[config.mk]
export PLATFORM = sky130hd
export DESIGN_NAME = vga_escalonador_frota
export DESIGN_NICKNAME = d
export VERILOG_FILES = /design/src/rtl/vga_escalonador_frota.sv
export SDC_FILE = /design/constraint.sdc
export NUM_CORES = 2
export LEC_CHECK = 0
export BUFFER_PORTS_ARGS = -buffer_cell sky130_fd_sc_hd__buf_2
export CAP_MARGIN = 30
export CORE_MARGIN = 2
export CORE_UTILIZATION = 30
export DETAILED_ROUTE_END_ITERATION = 12
export HOLD_SLACK_MARGIN = 0.02
export PLACE_DENSITY_LB_ADDON = 0.3
export SLEW_MARGIN = 20
export SYNTH_ARGS = -nofsm -noshare
export SYNTH_HDL_FRONTEND = slang
export SYNTH_SLANG_ARGS = --single-unit
[constraint.sdc]
create_clock -name clk -period 9 [get_ports clk]
set_input_delay 0 -clock clk [delete_from_list [all_inputs] [get_ports clk]]
set_output_delay 0 -clock clk [all_outputs]
set_load 0.005 [all_outputs]
[src/rtl/vga_escalonador_frota.sv]
// ---------------------------------------------------------------------------
// vga_escalonador_frota
//   Fleet draw scheduler for the 8x8 naval map on the 640x480 VGA path.
//   On each fim_quadro pulse a fetch FSM reads every ship cell from game
//   memory over a req/ack handshake into shadow registers. During blanking
//   the shadow set is copied to the active set. The active set is painted
//   per pixel with a fixed colour per ship; the lowest ship index wins.
//
//   Ports
//     clk, rst            clock, synchronous active-high reset
//     fim_quadro          1-cycle pulse at the end of the visible frame
//     areaAtiva           active video area
//     linha, coluna       current pixel row / column (10 bits)
//     mem_req, mem_idx    read request and {ship[2:0], cell[1:0]} index
//     mem_ack, mem_dado   read strobe and cell data {Y[7:4], X[3:0]}
//     rgb_r/g/b           registered pixel colour
//     carregando          high while the fetch FSM is busy
//     quadro_pronto       1-cycle pulse when the shadow->active swap happens
//
//   Build option
//     VGA_ESCALONADOR_GRADE_EN : draws white grid lines in the gaps between
//     map cells (ships still on top). Undefined: gaps stay black.
// ---------------------------------------------------------------------------
module vga_escalonador_frota #(
   parameter int NUM_NAVIOS = 5,
   parameter int CELULAS    = 4,
   parameter int TIMEOUT    = 15,
   parameter int LARGURA    = 54,
   parameter int ALTURA     = 49,
   parameter int PASSO_X    = 62,
   parameter int PASSO_Y    = 57,
   parameter int ORIGEM     = 16
) (
   input  logic       clk,
   input  logic       rst,
   input  logic       fim_quadro,
   input  logic       areaAtiva,
   input  logic [9:0] linha,
   input  logic [9:0] coluna,
   output logic       mem_req,
   output logic [4:0] mem_idx,
   input  logic       mem_ack,
   input  logic [7:0] mem_dado,
   output logic       rgb_r,
   output logic       rgb_g,
   output logic       rgb_b,
   output logic       carregando,
   output logic       quadro_pronto
);

   localparam int NCELL = NUM_NAVIOS * CELULAS;

   typedef enum logic [1:0] {OCIOSO, PEDE, TROCA} estado_t;

   estado_t    state_reg, state_next;
   logic       req_reg, req_next;
   logic [4:0] idx_reg, idx_next;
   logic [3:0] timer_reg, timer_next;
   logic       pronto_reg;
   logic [2:0] rgb_reg;

   // grava: the current cell is finished (ack or timeout) and is written
   // into its shadow slot; troca: shadow set is copied to the active set.
   logic       grava;
   logic       troca;
   logic       dado_valido;

   logic [NCELL-1:0]      acerto;
   logic [NUM_NAVIOS-1:0] navio_acerto;
   logic [2:0]            cor;

   // A cell is present only when both coordinates lie in 1..8 and the data
   // really arrived (a timeout stores the cell as absent).
   assign dado_valido = mem_ack
                        && (mem_dado[3:0] != 4'd0) && (mem_dado[3:0] <= 4'd8)
                        && (mem_dado[7:4] != 4'd0) && (mem_dado[7:4] <= 4'd8);

   // ---------------- fetch FSM ----------------
   always_ff @(posedge clk) begin
      if (rst) begin
         state_reg  <= OCIOSO;
         req_reg    <= 1'b0;
         idx_reg    <= 5'd0;
         timer_reg  <= 4'd0;
         pronto_reg <= 1'b0;
      end else begin
         state_reg  <= state_next;
         req_reg    <= req_next;
         idx_reg    <= idx_next;
         timer_reg  <= timer_next;
         pronto_reg <= troca;
      end
   end

   always_comb begin
      state_next = state_reg;
      req_next   = req_reg;
      idx_next   = idx_reg;
      timer_next = timer_reg;
      grava      = 1'b0;
      troca      = 1'b0;
      case (state_reg)
         OCIOSO: begin
            if (fim_quadro) begin
               state_next = PEDE;
               idx_next   = 5'd0;
            end
         end
         PEDE: begin
            if (!req_reg) begin
               // First cycle of each cell: raise the request, restart timer.
               req_next   = 1'b1;
               timer_next = 4'd0;
            end else if (mem_ack || (timer_reg == 4'(TIMEOUT - 1))) begin
               // Ack is checked first so an ack on the last allowed cycle
               // still counts; acks outside req_reg are never looked at.
               grava    = 1'b1;
               req_next = 1'b0;
               if (idx_reg == 5'(NCELL - 1)) begin
                  state_next = TROCA;
                  idx_next   = 5'd0;
               end else begin
                  idx_next = idx_reg + 5'd1;
               end
            end else begin
               timer_next = timer_reg + 4'd1;
            end
         end
         TROCA: begin
            // Swap only in blanking so a line is never drawn from two sets.
            if (!areaAtiva) begin
               troca      = 1'b1;
               state_next = OCIOSO;
            end
         end
         default: state_next = OCIOSO;
      endcase
   end

   assign mem_req       = req_reg;
   assign mem_idx       = idx_reg;
   assign carregando    = (state_reg != OCIOSO);
   assign quadro_pronto = pronto_reg;

   // ---------------- per-cell shadow/active storage and hit test ----------------
   genvar gi;
   generate
      for (gi = 0; gi < NCELL; gi++) begin : g_celula
         logic       sombra_v_reg, ativo_v_reg;
         logic [3:0] sombra_x_reg, sombra_y_reg, ativo_x_reg, ativo_y_reg;
         logic [9:0] esq, inf;

         always_ff @(posedge clk) begin
            if (rst) begin
               sombra_v_reg <= 1'b0;
               sombra_x_reg <= 4'd0;
               sombra_y_reg <= 4'd0;
               ativo_v_reg  <= 1'b0;
               ativo_x_reg  <= 4'd0;
               ativo_y_reg  <= 4'd0;
            end else begin
               if (grava && (idx_reg == 5'(gi))) begin
                  sombra_v_reg <= dado_valido;
                  sombra_x_reg <= mem_dado[3:0];
                  sombra_y_reg <= mem_dado[7:4];
               end
               if (troca) begin
                  ativo_v_reg <= sombra_v_reg;
                  ativo_x_reg <= sombra_x_reg;
                  ativo_y_reg <= sombra_y_reg;
               end
            end
         end

         assign esq = 10'(ORIGEM) + (10'(ativo_x_reg) - 10'd1) * 10'(PASSO_X);
         assign inf = 10'(ORIGEM) + (10'(ativo_y_reg) - 10'd1) * 10'(PASSO_Y);

         // Strict on both edges: the cell border pixels are not painted.
         assign acerto[gi] = ativo_v_reg
                             && (coluna > esq) && (coluna < esq + 10'(LARGURA))
                             && (linha  > inf) && (linha  < inf + 10'(ALTURA));
      end

      for (gi = 0; gi < NUM_NAVIOS; gi++) begin : g_navio
         assign navio_acerto[gi] = |acerto[gi*CELULAS +: CELULAS];
      end
   endgenerate

`ifdef VGA_ESCALONADOR_GRADE_EN
   // ---------------- grid lines in the gaps between map cells ----------------
   localparam int MAPA_X_MAX = ORIGEM + 8 * PASSO_X - 1;
   localparam int MAPA_Y_MAX = ORIGEM + 8 * PASSO_Y - 1;

   logic [7:0] dentro_col, dentro_lin;
   logic       grade;

   generate
      for (gi = 0; gi < 8; gi++) begin : g_grade
         assign dentro_col[gi] = (coluna > 10'(ORIGEM + gi * PASSO_X))
                                 && (coluna < 10'(ORIGEM + gi * PASSO_X + LARGURA));
         assign dentro_lin[gi] = (linha > 10'(ORIGEM + gi * PASSO_Y))
                                 && (linha < 10'(ORIGEM + gi * PASSO_Y + ALTURA));
      end
   endgenerate

   assign grade = (coluna >= 10'(ORIGEM)) && (coluna <= 10'(MAPA_X_MAX))
                  && (linha >= 10'(ORIGEM)) && (linha <= 10'(MAPA_Y_MAX))
                  && (!(|dentro_col) || !(|dentro_lin));
`endif

   function automatic logic [2:0] paleta(input int navio);
      case (navio)
         0:       paleta = 3'b010;  // Submarino, green
         1:       paleta = 3'b100;  // Cruzador, red
         2:       paleta = 3'b110;  // Hidroaviao, yellow
         3:       paleta = 3'b101;  // Encouracado, violet
         4:       paleta = 3'b011;  // Porta-avioes, cyan
         default: paleta = 3'b111;
      endcase
   endfunction

   // Walk from the highest index down so the lowest hitting ship is last
   // to assign and therefore wins.
   always_comb begin
`ifdef VGA_ESCALONADOR_GRADE_EN
      cor = grade ? 3'b111 : 3'b000;
`else
      cor = 3'b000;
`endif
      for (int s = NUM_NAVIOS - 1; s >= 0; s--) begin
         if (navio_acerto[s]) begin
            cor = paleta(s);
         end
      end
   end

   always_ff @(posedge clk) begin
      if (rst) begin
         rgb_reg <= 3'b000;
      end else if (!areaAtiva) begin
         rgb_reg <= 3'b000;
      end else begin
         rgb_reg <= cor;
      end
   end

   assign rgb_r = rgb_reg[2];
   assign rgb_g = rgb_reg[1];
   assign rgb_b = rgb_reg[0];

endmodule

Word-level counts from Yosys, hierarchy flattened

Cells that the tools add are included.

Logic and storage cells: 548
Flip-flop bits (word level): 376
Output and inout port bits: 11

Reduce and logical (&&, ||, !) cells: 122
Mux-type cells: 25
Order comparisons: 82
$add $sub $neg: 122
Equality and inequality tests: 28
Multiply operators: 40
Bitwise logic cells: 1

Operators with widths:

| kind                                                                  | count |
|---|---|
| 10-bit by 6-bit adder with 10-bit output, second input constant       | 40 |
| 5-bit by 10-bit adder with 10-bit output, first input constant        | 40 |
| 10-bit greater-than comparator                                        | 40 |
| 10-bit < comparator                                                   | 40 |
| 10-bit by 5-bit multiplier with 9-bit output, second input constant   | 20 |
| 5-bit by 7-bit multiplier with 10-bit output, second input constant   | 20 |
| 4-bit by 1-bit subtractor with 5-bit output, second input constant    | 40 |
| 1-bit logical AND                                                     | 104 |
| 5-bit by 4-bit equality test with 1-bit output, second input constant | 8 |
| 5-bit by 3-bit equality test with 1-bit output, second input constant | 4 |
| 5-bit equality test, second input constant                            | 4 |
| 5-bit two-way mux                                                     | 4 |
| 4-bit OR reduction                                                    | 5 |
| 2-bit two-way mux                                                     | 7 |
| 14-bit OR reduction                                                   | 1 |
| 2-bit != test, second input constant                                  | 6 |
| 5-bit by 2-bit equality test with 1-bit output, second input constant | 2 |
| 5-bit one-hot mux with 2 select lines                                 | 1 |
| 3-bit two-way mux                                                     | 3 |
| 4-bit less-or-equal comparator, second input constant                 | 2 |
| 4-bit two-way mux                                                     | 2 |
| 4-bit nonzero test                                                    | 2 |
| 1-bit two-way mux                                                     | 7 |
| 2-bit one-hot mux with 3 select lines                                 | 1 |
| other kinds (16)                                                      | 17 |

Depth between registers and ports, before layout

Depth after elaboration: 14
Gate-level depth with buffers: 29
Gate-level depth less buffers: 28

Worst setup path before layout

OpenSTA, ideal clock, no wires.

Kind: register to register
Start: register g_celula[11].ativo_y_reg[0]
End: register rgb_reg[1]
Slack: 2.817 ns
Data required time: 8.899 ns
Stages on the path, launching flop included: 25
Data arrival time: 6.082 ns
Library setup time: 0.101 ns
Cells stage by stage: dfxtp_1 > inv_1 > ha_1 > xor2_1 > fa_1 > fa_1 > inv_1 > fa_1 > ha_1 > ha_1 > a21o_1 > a21oi_1 > xnor2_1 > inv_1 > or3_1 > xnor2_1 > ha_1 > a221oi_1 > nand4_1 > a2111oi_0 > o311ai_0 > o32a_1 > nand3_1 > a21oi_1 > o41ai_1

Cells in the longest elaborated chain, start to end: 10
Elaborated cells on any way between the ends: 12

RTL lines:

| element                                                                                    | line | text |
|---|---|---|
| start, declared                                                                            | 150  | `logic [3:0] sombra_x_reg, sombra_y_reg, ativo_x_reg, ativo_y_reg;` |
| start signal, assigned                                                                     | 170  | `ativo_y_reg <= sombra_y_reg;` |
| 4-bit by 1-bit subtractor with 5-bit output *                                              | 176  | `assign inf = 10'(ORIGEM) + (10'(ativo_y_reg) - 10'd1) * 10'(PASSO_Y);` |
| 5-bit by 7-bit multiplier with 10-bit output *                                             | 176  |  |
| 5-bit by 10-bit adder with 10-bit output *                                                 | 176  |  |
| 10-bit by 6-bit adder with 10-bit output or 10-bit greater-than comparator (tied branches) | 181  | `&& (linha > inf) && (linha < inf + 10'(ALTURA));` |
| 10-bit < comparator or 1-bit logical AND (tied branches)                                   | 181  |  |
| 1-bit logical AND *                                                                        | 181  |  |
| 4-bit OR reduction *                                                                       | 185  | `assign navio_acerto[gi] = \|acerto[gi*CELULAS +: CELULAS];` |
| 3-bit two-way mux * (2 in a row)                                                           | 231  | `if (navio_acerto[s]) begin` |
| 2-bit two-way mux *                                                                        | 231  |  |
| end signal, assigned                                                                       | 243  | `rgb_reg <= cor;` |
| end, declared                                                                              | 60   | `logic [2:0] rgb_reg;` |

Mark *: on every way between the ends. The rest lies on a longest branch, timed or not.
A chain may end at the register's enable or synchronous reset.

Worst setup path after layout

Start: register g_celula[7].ativo_y_reg[0]
End: register rgb_reg[2]

Cells in the longest elaborated chain, start to end: 8
Elaborated cells on any way between the ends: 10

RTL lines:

| element                                                                                    | line |
|---|---|
| start, declared                                                                            | 150 |
| start signal, assigned                                                                     | 170 |
| 4-bit by 1-bit subtractor with 5-bit output *                                              | 176 |
| 5-bit by 7-bit multiplier with 10-bit output *                                             | 176 |
| 5-bit by 10-bit adder with 10-bit output *                                                 | 176 |
| 10-bit by 6-bit adder with 10-bit output or 10-bit greater-than comparator (tied branches) | 181 |
| 10-bit < comparator or 1-bit logical AND (tied branches)                                   | 181 |
| 1-bit logical AND *                                                                        | 181 |
| 4-bit OR reduction *                                                                       | 185 |
| 3-bit two-way mux *                                                                        | 231 |

Marks and branches as above.

==> results.yml <==
outcome:
  outcome: "completed"
synth:
  synth_top_area_cell: "ha_1"
  synth_edf_count: 0
  async_flop_share_pct: 0
  yosysWarningCount: 0
  synthCells: 7039
  synth-main-ff-cell: "dfxtp_1"
  syn_area_per_cell_um2: 8.35
  synth-seq-area-share_pct: 12.8
  syn_area_um2: 58700
  synth_area_leaders: "ha_1 (31%), dfxtp_1 (13%), xnor2_1 (7.5%)"
  ys_seq_elements: 376
  synth_top_area_share_pct: 31.0
  syn_nets: 8720
  yosysMostFrequentCell: "ha_1"
  synth_commonest_cells: "ha_1 (1455), inv_1 (764), nand2_1 (601), a21oi_1 (596), xnor2_1 (505)"
  ys_types: 79
global_routing:
  grt_antenna_before_repair: 4
  grt_max_degree: 196
  grt-ovfl-total: 0
  grt_pass1_vias: 47300
  grt_use_total_pct: 16.1
  grt_first_pass_wirelength_mm: 258
place:
  hpwl_mm: 121
  place.gp.congestion: 0.858
  port_buffers: 43
  pre_cts_slack_ns: 1.80
run:
  max-cap-violations: 0
sta:
  finalMaxSlewViolations: 0
  hold_violations: 0
  post-route-min-period_ns: 7.24
  skew_ns: 0.0341
  period_share_pct: 80.4
  fin_setup_tns_ns: 0
  rsz0062_at_grt: "false"
  slew_headroom_pct: 31.2
  setup_viol: 0
  fin_ws_ns: 1.76
  fmax_ghz: 0.138
  tightest_slew_ns: 1.03
power_and_ir_drop:
  ir_drop_uv: 125
  pwr_density_cell_nw_per_um2: 68.0
  leakage_nw: 29.3
floorplan:
  io_pins: 44
  coreArea_um2: 195000
  dieHeight_um: 447
  die_area_um2: 199000
  die_x_um: 447
  start_util_pct: 30.2
  fp-row-count: 162
routing:
  num_vias: 47300
  wl_per_cell_um: 16.5
  wirelength_mm: 161
  drc: 0
  routed_via_density: 4.87
  drt_iter0_markers: 2061
  dr.pass1.iters: 5
  final_antenna_net_count: 0
final_layout:
  fin_nets: 8741
  drive_gt1_share_pct: 3.86
  syn_to_final_growth_pct: 9.02
  fin_util_pct: 32.9
hold_path:
  hp-class: "input pin to flop"
worst_setup_path:
  worstPathMaxFanout: 7
  end_kind: "flop"
  cp_data_required_time_ns: 9.53
  arrival_ns: 7.77
  critPathKind: "flop to flop"
  setup.worst_path.start_class: "flop"
clock_network:
  root_buffer: "clkbuf_16"
  numCtsBuffers: 49
  clk_latency_ns: 0.63
  tritoncts: "yes"
  htree_levels: 2
  clock-sinks: 376
  cts.clk_slew.worst_paths_ns: 0.06
  cts_buffer_depth: 3
[cell usage in the layout, fill, tap and decap left out, drive strengths merged, types with 21 or more instances in the layout]
cell type  synthesis  routed
nand2b            53      53
a21boi            21      21
inv              765     769
nor3             133     133
a21oi            599     599
a31oi             33      33
o211ai            43      43
ha              1455    1455
and2              72      72
xor2             313     313
o21ai            167     167
xnor2            510     510
clkbuf           120      62
o21a              55      55
nand2            601     601
o21bai            35      35
nor2b             77      77
nor2             460     460
nand4             89      89
nand3            177     177
nor4              39      39
a21o             149     149
mux2i            155     155
fa               193     193
dfxtp            376     376
a211oi            58      58
and3              22      22
nand3b            23      23
buf               15      95
[metrics by stage]
| stage | area (um^2) | std cells | hold slack [ns] | power, mW |
|---|---|---|---|---|
| floorplan | 58700 | 7039 | 0.164 | 2.00 |
| global route | 64000 | 9723 | 0.0409 | 4.53 |
| global placement | 62200 | 9620 | 0.314 | 2.26 |
| finish | 64000 | 9726 | 0.0393 | 4.35 |
| detailed placement | 62200 | 9623 | 0.316 | 2.27 |
| CTS | 64000 | 9722 | 0.0309 | 4.42 |
[critical path, cell delays in order (launching register included)]
cell and delay, ns:
dfxtp_1 0.45, inv_1 0.14, ha_1 0.24, xor2_1 0.46, inv_1 0.24, fa_1 0.54, fa_1 0.54, inv_1 0.05
fa_1 0.47, ha_1 0.32, ha_1 0.29, a21o_1 0.16, a21oi_1 0.17, xnor2_1 0.18, inv_1 0.11, a2111o_1 0.40
xnor2_1 0.14, ha_1 0.30, a221oi_1 0.28, nand3_1 0.11, nor3_1 0.17, o311ai_0 0.17, nor4b_2 0.70, or4_1 0.29
nor2_1 0.05, a21oi_1 0.18
[routing by layer]
metal,global-route usage [%],vias up,routed length [um]
li1,-,24300,-
met1,20.4,22300,73700
met2,28.9,588,78000
met3,1.60,171,4690
met4,4.15,0,4380
met5,0,-,0
[path summary, 6_finish.rpt]
path         slack (ns)                        start  cells past startpoint                            to
max                1.76   g_celula[7].ativo_y_reg[0]                     25                    rgb_reg[2]
min                0.04                  mem_dado[5]                      4  g_celula[19].sombra_y_reg[1]
max reg2reg        1.76   g_celula[7].ativo_y_reg[0]                     25                    rgb_reg[2]
min reg2reg        0.44  g_celula[7].sombra_x_reg[0]                      2    g_celula[7].ativo_x_reg[0]
[power by group]
group	switching (mW)	internal, mW	leakage, nW
combinational	0.380	0.181	25.5
clock	0.864	1.26	0.818
sequential	0.00374	1.67	3.03
total	1.25	3.11	29.3
[cells by family after synthesis]
group / share of synthesized area, %
simple gates: 14.5
fa+ha+maj: 37.6
compound gates: 13.6
buf+inv: 5.83
xor+xnor: 12.7
flops: 12.8
mux: 3.02
[cell type report]
type,count,area (um^2)
Fill cell,20400,131000
Multi-Input combinational cell,5755,47800
Sequential cell,376,7530
Tap cell,2624,3280
Inverter,773,2900
Clock buffer,62,1380
Timing Repair Buffer,105,803
Clock inverter,27,332
Antenna cell,4,10.0
[repair_timing]
action                                  4_1_cts  5_1_grt
hold buffers                                 10        0
endpoints found under the hold margin       162        0
endpoints found under the setup margin        0        0
resized for setup                             0        0
setup buffers                                 0        0
Note: power is estimated with default switching activity, not from simulation.
